**config.mk**
```make
export PLATFORM = sky130hd
export DESIGN_NAME = bus32_tristate
export DESIGN_NICKNAME = d
export VERILOG_FILES = /design/src/rtl/bus32_pkg.sv /design/src/rtl/bus32_popcnt.sv /design/src/rtl/bus32_tristate.sv
export SDC_FILE = /design/constraint.sdc
export NUM_CORES = 1
export LEC_CHECK = 0
export CAP_MARGIN = 10
export CORE_MARGIN = 2
export CORE_UTILIZATION = 36
export DETAILED_ROUTE_END_ITERATION = 7
export HOLD_SLACK_MARGIN = 0.02
export PLACE_DENSITY = 0.79
export SYNTH_ARGS = -nofsm -noshare
export SYNTH_HDL_FRONTEND = slang
export SYNTH_HIERARCHICAL = 1
export SYNTH_SLANG_ARGS = --single-unit
```
**constraint.sdc**
```tcl
create_clock -name clk -period 3.5 [get_ports clk]
set_input_delay 0.7 -clock clk [delete_from_list [all_inputs] [get_ports clk]]
set_output_delay 0.7 -clock clk [all_outputs]
set_load 0.01 [all_outputs]
```
**src/rtl/bus32_pkg.sv**
```systemverilog
// bus32_pkg: shared widths, counter saturation constant and bus-word type for bus32_tristate.
package bus32_pkg;

    localparam int BUS_W = 32;
    localparam int CNT_W = 16;
    localparam int EN_CNT_W = 5;
    localparam logic [CNT_W-1:0] CNT_MAX = 16'hFFFF;

    typedef logic [BUS_W-1:0] bus_word_t;

endpackage

```
**src/rtl/bus32_popcnt.sv**
```systemverilog
// bus32_popcnt: counts enabled drivers and flags the none-enabled and two-or-more-enabled cases.
module bus32_popcnt
    import bus32_pkg::*;
#(
    parameter int N = 3
) (
    input  logic [N-1:0] en,
    output logic         none,
    output logic         multi
);

    logic [EN_CNT_W-1:0] cnt;

    always_comb begin
        cnt = '0;
        for (int i = 0; i < N; i++) cnt = cnt + EN_CNT_W'(en[i]);
    end

    assign none  = cnt == '0;
    assign multi = cnt >= EN_CNT_W'(2);

endmodule

```
**src/rtl/bus32_tristate.sv**
```systemverilog
// bus32_tristate: wired-OR bus with keeper register; contention flag/counter enabled by BUS32_CONTENTION_CHK_EN.
module bus32_tristate
    import bus32_pkg::*;
#(
    parameter int N = 3,
    parameter int W = BUS_W
) (
    input  logic             clk,
    input  logic             rst,
    input  logic [N-1:0]     oe_n,
    input  logic [N*W-1:0]   d,
    output logic [W-1:0]     y,
    output logic [W-1:0]     q,
    output logic             float_o,
    output logic             contend,
    output logic [CNT_W-1:0] contend_cnt
);

    logic [W-1:0] wired_or;
    logic [W-1:0] q_d;
    logic [W-1:0] q_q;
    logic         none;
    logic         multi;

    bus32_popcnt #(.N(N)) u_popcnt (
        .en   (~oe_n),
        .none (none),
        .multi(multi)
    );

    // Disabled slices are masked to 0 so X on an idle driver never reaches the bus.
    always_comb begin
        wired_or = '0;
        for (int k = 0; k < N; k++) wired_or = wired_or | (d[k*W +: W] & {W{~oe_n[k]}});
    end

    assign y       = none ? q_q : wired_or;
    assign float_o = none;
    assign q       = q_q;

    always_comb q_d = y;

    always_ff @(posedge clk) begin
        if (rst) q_q <= '0;
        else     q_q <= q_d;
    end

`ifdef BUS32_CONTENTION_CHK_EN
    logic [CNT_W-1:0] cnt_d;
    logic [CNT_W-1:0] cnt_q;

    always_comb cnt_d = (multi && cnt_q != CNT_MAX) ? cnt_q + 1'b1 : cnt_q;

    always_ff @(posedge clk) begin
        if (rst) cnt_q <= '0;
        else     cnt_q <= cnt_d;
    end

    assign contend     = multi;
    assign contend_cnt = cnt_q;
`else
    assign contend     = multi & 1'b0;
    assign contend_cnt = '0;
`endif

endmodule

```
Yosys cells after proc, flatten, opt, wreduce, memory -nomap -nowiden

Index checks and enable logic that the tools add are counted.
Widths: inputs -> output; s select.

ROM bits: 0
RAM bits: 0
Word-level logic and storage cells: 14
Output and inout port bits: 82
Memories kept: 0
Bits in latches: 0
Bits in registers: 32
Input port bits: 101

$lt $le $gt $ge: 0
Multiplexer cells: 1
Divide/modulo/power cells: 0
Bitwise logic cells: 9
Reductions and logical operators: 1
Add/sub/neg operators: 2
Shift operators: 0
Equality and inequality tests: 0
Multiply operators: 0

Operator list:

| kind            | number |
|---|---|
| $and 32x32->32  | 3 |
| $or 32x32->32   | 2 |
| $mux 32         | 1 |
| $add 5x1->5     | 1 |
| $logic_not 5->1 | 1 |
| $not 1->1       | 3 |
| $not 3->3       | 1 |
| $add 1x1->2     | 1 |

Longest topological paths before layout

Depth after elaboration: 5
Gate-level depth with buffers: 8
Gate-level depth less buffers: 6

Modules after synthesis

Netlist, hierarchy kept.

By module, submodules not included:

| module         | times used | cells an instance | area each (um2) |
|---|---|---|---|
| bus32_tristate | 1          | 267               | 2657.5 |
| bus32_popcnt   | 1          | 6                 | 41.3 |

Worst setup path before layout

OpenSTA, ideal clock, no wires.

Path kind: in2out
From: input oe_n[0]
To: output y[27]
Arrival time: 2.582 ns
Setup slack: 0.218 ns
Cell stages on the path: 8
Required time: 2.800 ns
Cell sequence: inv_2 > buf_4 > inv_1 > fa_1 > and2_1 > buf_2 > clkbuf_1 > a21oi_1

Longest elaborated chain between the ends: 5
Elaborated cells between the ends (all ways): 9
Those cells by class: add/sub (2); mux (1); bitwise (5); reduce/logical (1)

Ends and longest elaborated chain:

| element           | RTL line             | source |
|---|---|---|
| start, declared   | bus32_tristate.sv:10 | `input logic [N-1:0] oe_n,` |
| $not 3->3         | bus32_tristate.sv:26 | `.en (~oe_n),` |
| $add 1x1->2       | bus32_popcnt.sv:16   | `for (int i = 0; i < N; i++) cnt = cnt + EN_CNT_W'(en[i]);` |
| $add 5x1->5       | bus32_popcnt.sv:16   |  |
| $logic_not 5->1   | bus32_popcnt.sv:19   | `assign none = cnt == '0;` |
| named net float_o | bus32_tristate.sv:14 | `output logic float_o,` |
| $mux 32           | bus32_tristate.sv:37 | `assign y = none ? q_q : wired_or;` |
| end, declared     | bus32_tristate.sv:12 | `output logic [W-1:0] y,` |

The timed path passes the listed nets, and every way through them passes these cells.

Worst setup path in the final report

From: input oe_n[0]
To: output y[21]

Longest elaborated chain between the ends: 5
Elaborated cells between the ends (all ways): 9
Those cells by class: add/sub (2); mux (1); bitwise (5); reduce/logical (1)

Ends and longest elaborated chain:

| element                                                 | RTL line |
|---|---|
| $not 3->3 / $not 1->1 (equally long branches)           | bus32_tristate.sv:26, bus32_tristate.sv:34 |
| $add 1x1->2 / $and 32x32->32 (equally long branches)    | bus32_popcnt.sv:16, bus32_tristate.sv:34 |
| $add 5x1->5 / $or 32x32->32 (equally long branches)     | bus32_popcnt.sv:16, bus32_tristate.sv:34 |
| $logic_not 5->1 / $or 32x32->32 (equally long branches) | bus32_popcnt.sv:19, bus32_tristate.sv:34 |
| $mux 32 (*)                                             | bus32_tristate.sv:37 |

Every way passes the cells marked *; elsewhere a longest branch is shown, timed or not.

==> results.ini <==
[outcome]
run_status=complete, no violations

[setup_path]
worstSetupPathDepth=11
timing.setup.critical_path_class=primary input to output port
cp_max_fo=6
critical_path.startpoint_type=primary input
timing.critical_path.slowest_stage_cell=sky130_fd_sc_hd__fa_1
worst_path_dominant_cell_family=buffers and inverters
worst-path-buf-inv=7
slowest_delay_ns=0.46
timing.critical_path.cells=dlygate4sd2_1, inv_2, inv_1, fa_1, and2_4, buf_12, buf_6, buf_4, a2111oi_4, a21oi_1, buf_2
critPathRequiredTime_ns=2.80
arrival_ns=2.60
timing.reg2reg.worst_path_depth=2
timing.critical_path.to_type=output port

[pwr]
irDropWorstVdd_uv=180
pwr_per_cell_area_mw_per_mm2=320
totalPowerFinal_uw=1540
power.leakage_uw=0.00182
p_int_uw=1020
switchingPower_uw=525
pwr-share-seq_pct=27.9
combPwrFrac_pct=52.2
switching_share_pct=34.0
portion_of_total_power_attributed_to_the_clock_network_pct=19.9

[cts]
cts-buffers-inserted=5
cts_max_path_buffers=2
clk_pin_slew_ns=0.07
clk_latency_ns=0.28
clock_tree_from_tritoncts=done
cts_root_buffer=sky130_fd_sc_hd__clkbuf_8
cts_num_sinks=32
htreeDepth=2

[hold_path]
hold_path.class=flip-flop to flip-flop
holdPathStages=2

[floorplan]
floorplan.core_area_mm2=0.00725
fp.dieH_um=90.5
die_width_um=90.5
count_of_standard_cell_rows=31
die_area_mm2=0.00819
floorplan.initialDensity_pct=37.2
io_pins=183

[cells_and_area]
final_common_cell=sky130_fd_sc_hd__clkdlybuf4s50_1
area_growth_syn_to_layout_pct=78.6
layout_common_cells=sky130_fd_sc_hd__clkdlybuf4s50_1, sky130_fd_sc_hd__nor2b_1, sky130_fd_sc_hd__buf_4, sky130_fd_sc_hd__inv_1
fillerInstances=580
antenna-diode-count=0
final_core_utilization_pct=66.4
nets=575
fin_area_mm2=0.00481
multi_input_area_mm2=0.00177
drive_gt1_share_pct=21.5
flip_flop_count_of_the_largest_register_after_layout=32
register_area_um2=641

[timing]
timing_max_transition_violations_final=0
timing.final.setup_violations=0
final_critical_path_time_including_i_o_delays_and_setup_ns=3.30
post_route_clock_period_utilization_pct=94.3
fin_worst_skew_ns=0
fmax_mhz=303
final_hold_viol_count=0
tightestPinTransition_ns=0.909
slew-limit-headroom_pct=39.4
grt_setup_unrepaired=no
fin_setup_tns_ns=0

[job]
max_cap_check_violation_count=0

[placed_design]
io_buffers=165
gp_routability_congestion=0.750
post_dp_cell_area_mm2=0.00459
place.detailed.hpwl_mm=6.30

[detailed_routing]
post_drt_via_cell_ratio=4.75
antenna_violating_nets_post_route=0
drt-wirelength-per-cell_um=15.3
detail_route.iter0.violations=58
drt_pass1_iterations=7
routed-via-count=2720
total_wire_length_mm=8.77
drc=0

[synth]
netlist_instances=272
yosys_warnings=6
syn-cell-area_mm2=0.00270
synth.avg_cell_area_um2=9.91

[global_routing]
grt_max_degree=33
globalRouteOverflowTotal=0
grt_pass1_vias=2865
grt_util_all_layers_pct=21.1
antenna_found_initial=0
grt_pass1_wl_mm=14.0

-- tightest hold or removal path, delay by kind of cell (launching register included) --
family | cells | cell delay [ns]
AOI/OAI and AO/OA | 1 | 0.06
buffers and inverters | 1 | 0.06
DFF | 1 | 0.31
-- power groups by stage --
stage          logic, µW  registers (µW)  clock network (µW)
2_1_floorplan        349             457                   0
3_3_place_gp         787             437                   0
3_5_place_dp         801             438                   0
4_1_cts              791             430                 319
5_1_grt              862             436                 332
6_report             805             430                 307
-- path summary, 6_finish.rpt --
kind	slack [ns]	start	end
worst min register to register	0.47	q[15]	q[15]
worst max register to register	2.65	q[12]	q[12]
worst max-delay path	0.20	oe_n[0]	y[21]
worst min-delay path	0.47	q[15]	q[15]
-- area by class of cell --
class                      instances  share of cell area (%)
timing repair buffer             216                    42.4
multi-input combinational        180                    36.8
sequential                        32                    13.3
inverter                          38                    2.96
tap                               99                    2.57
clock buffer                       6                    1.72
clock inverter                     2                   0.208
-- per-layer routing --
metal / track usage [%] / wire, µm
met5: 0 / 0
met4: 5.77 / 173
met3: 6.93 / 692
met2: 39.2 / 4480
met1: 22.8 / 3420
-- metrics by stage --
step	instances	hold slack (ns)	setup WS, ns
finish	573	0.474	0.198
detailed placement	552	0.466	-0.286
floorplan	288	0.496	0.218
global placement	552	0.460	-0.231
CTS	567	0.480	-0.0601
global route	573	0.500	0.0729
-- repair_timing --
action                                  in CTS  in global routing
gates resized for setup                     53                 10
hold buffers                                 0                  0
endpoints found under the setup margin      32                 27
cloned                                       2                  0
hold endpoints to repair                     0                  0
buffers inserted                             5                  6
pin swaps                                    0                  4
No activity file was read; power rests on OpenSTA's default activity.
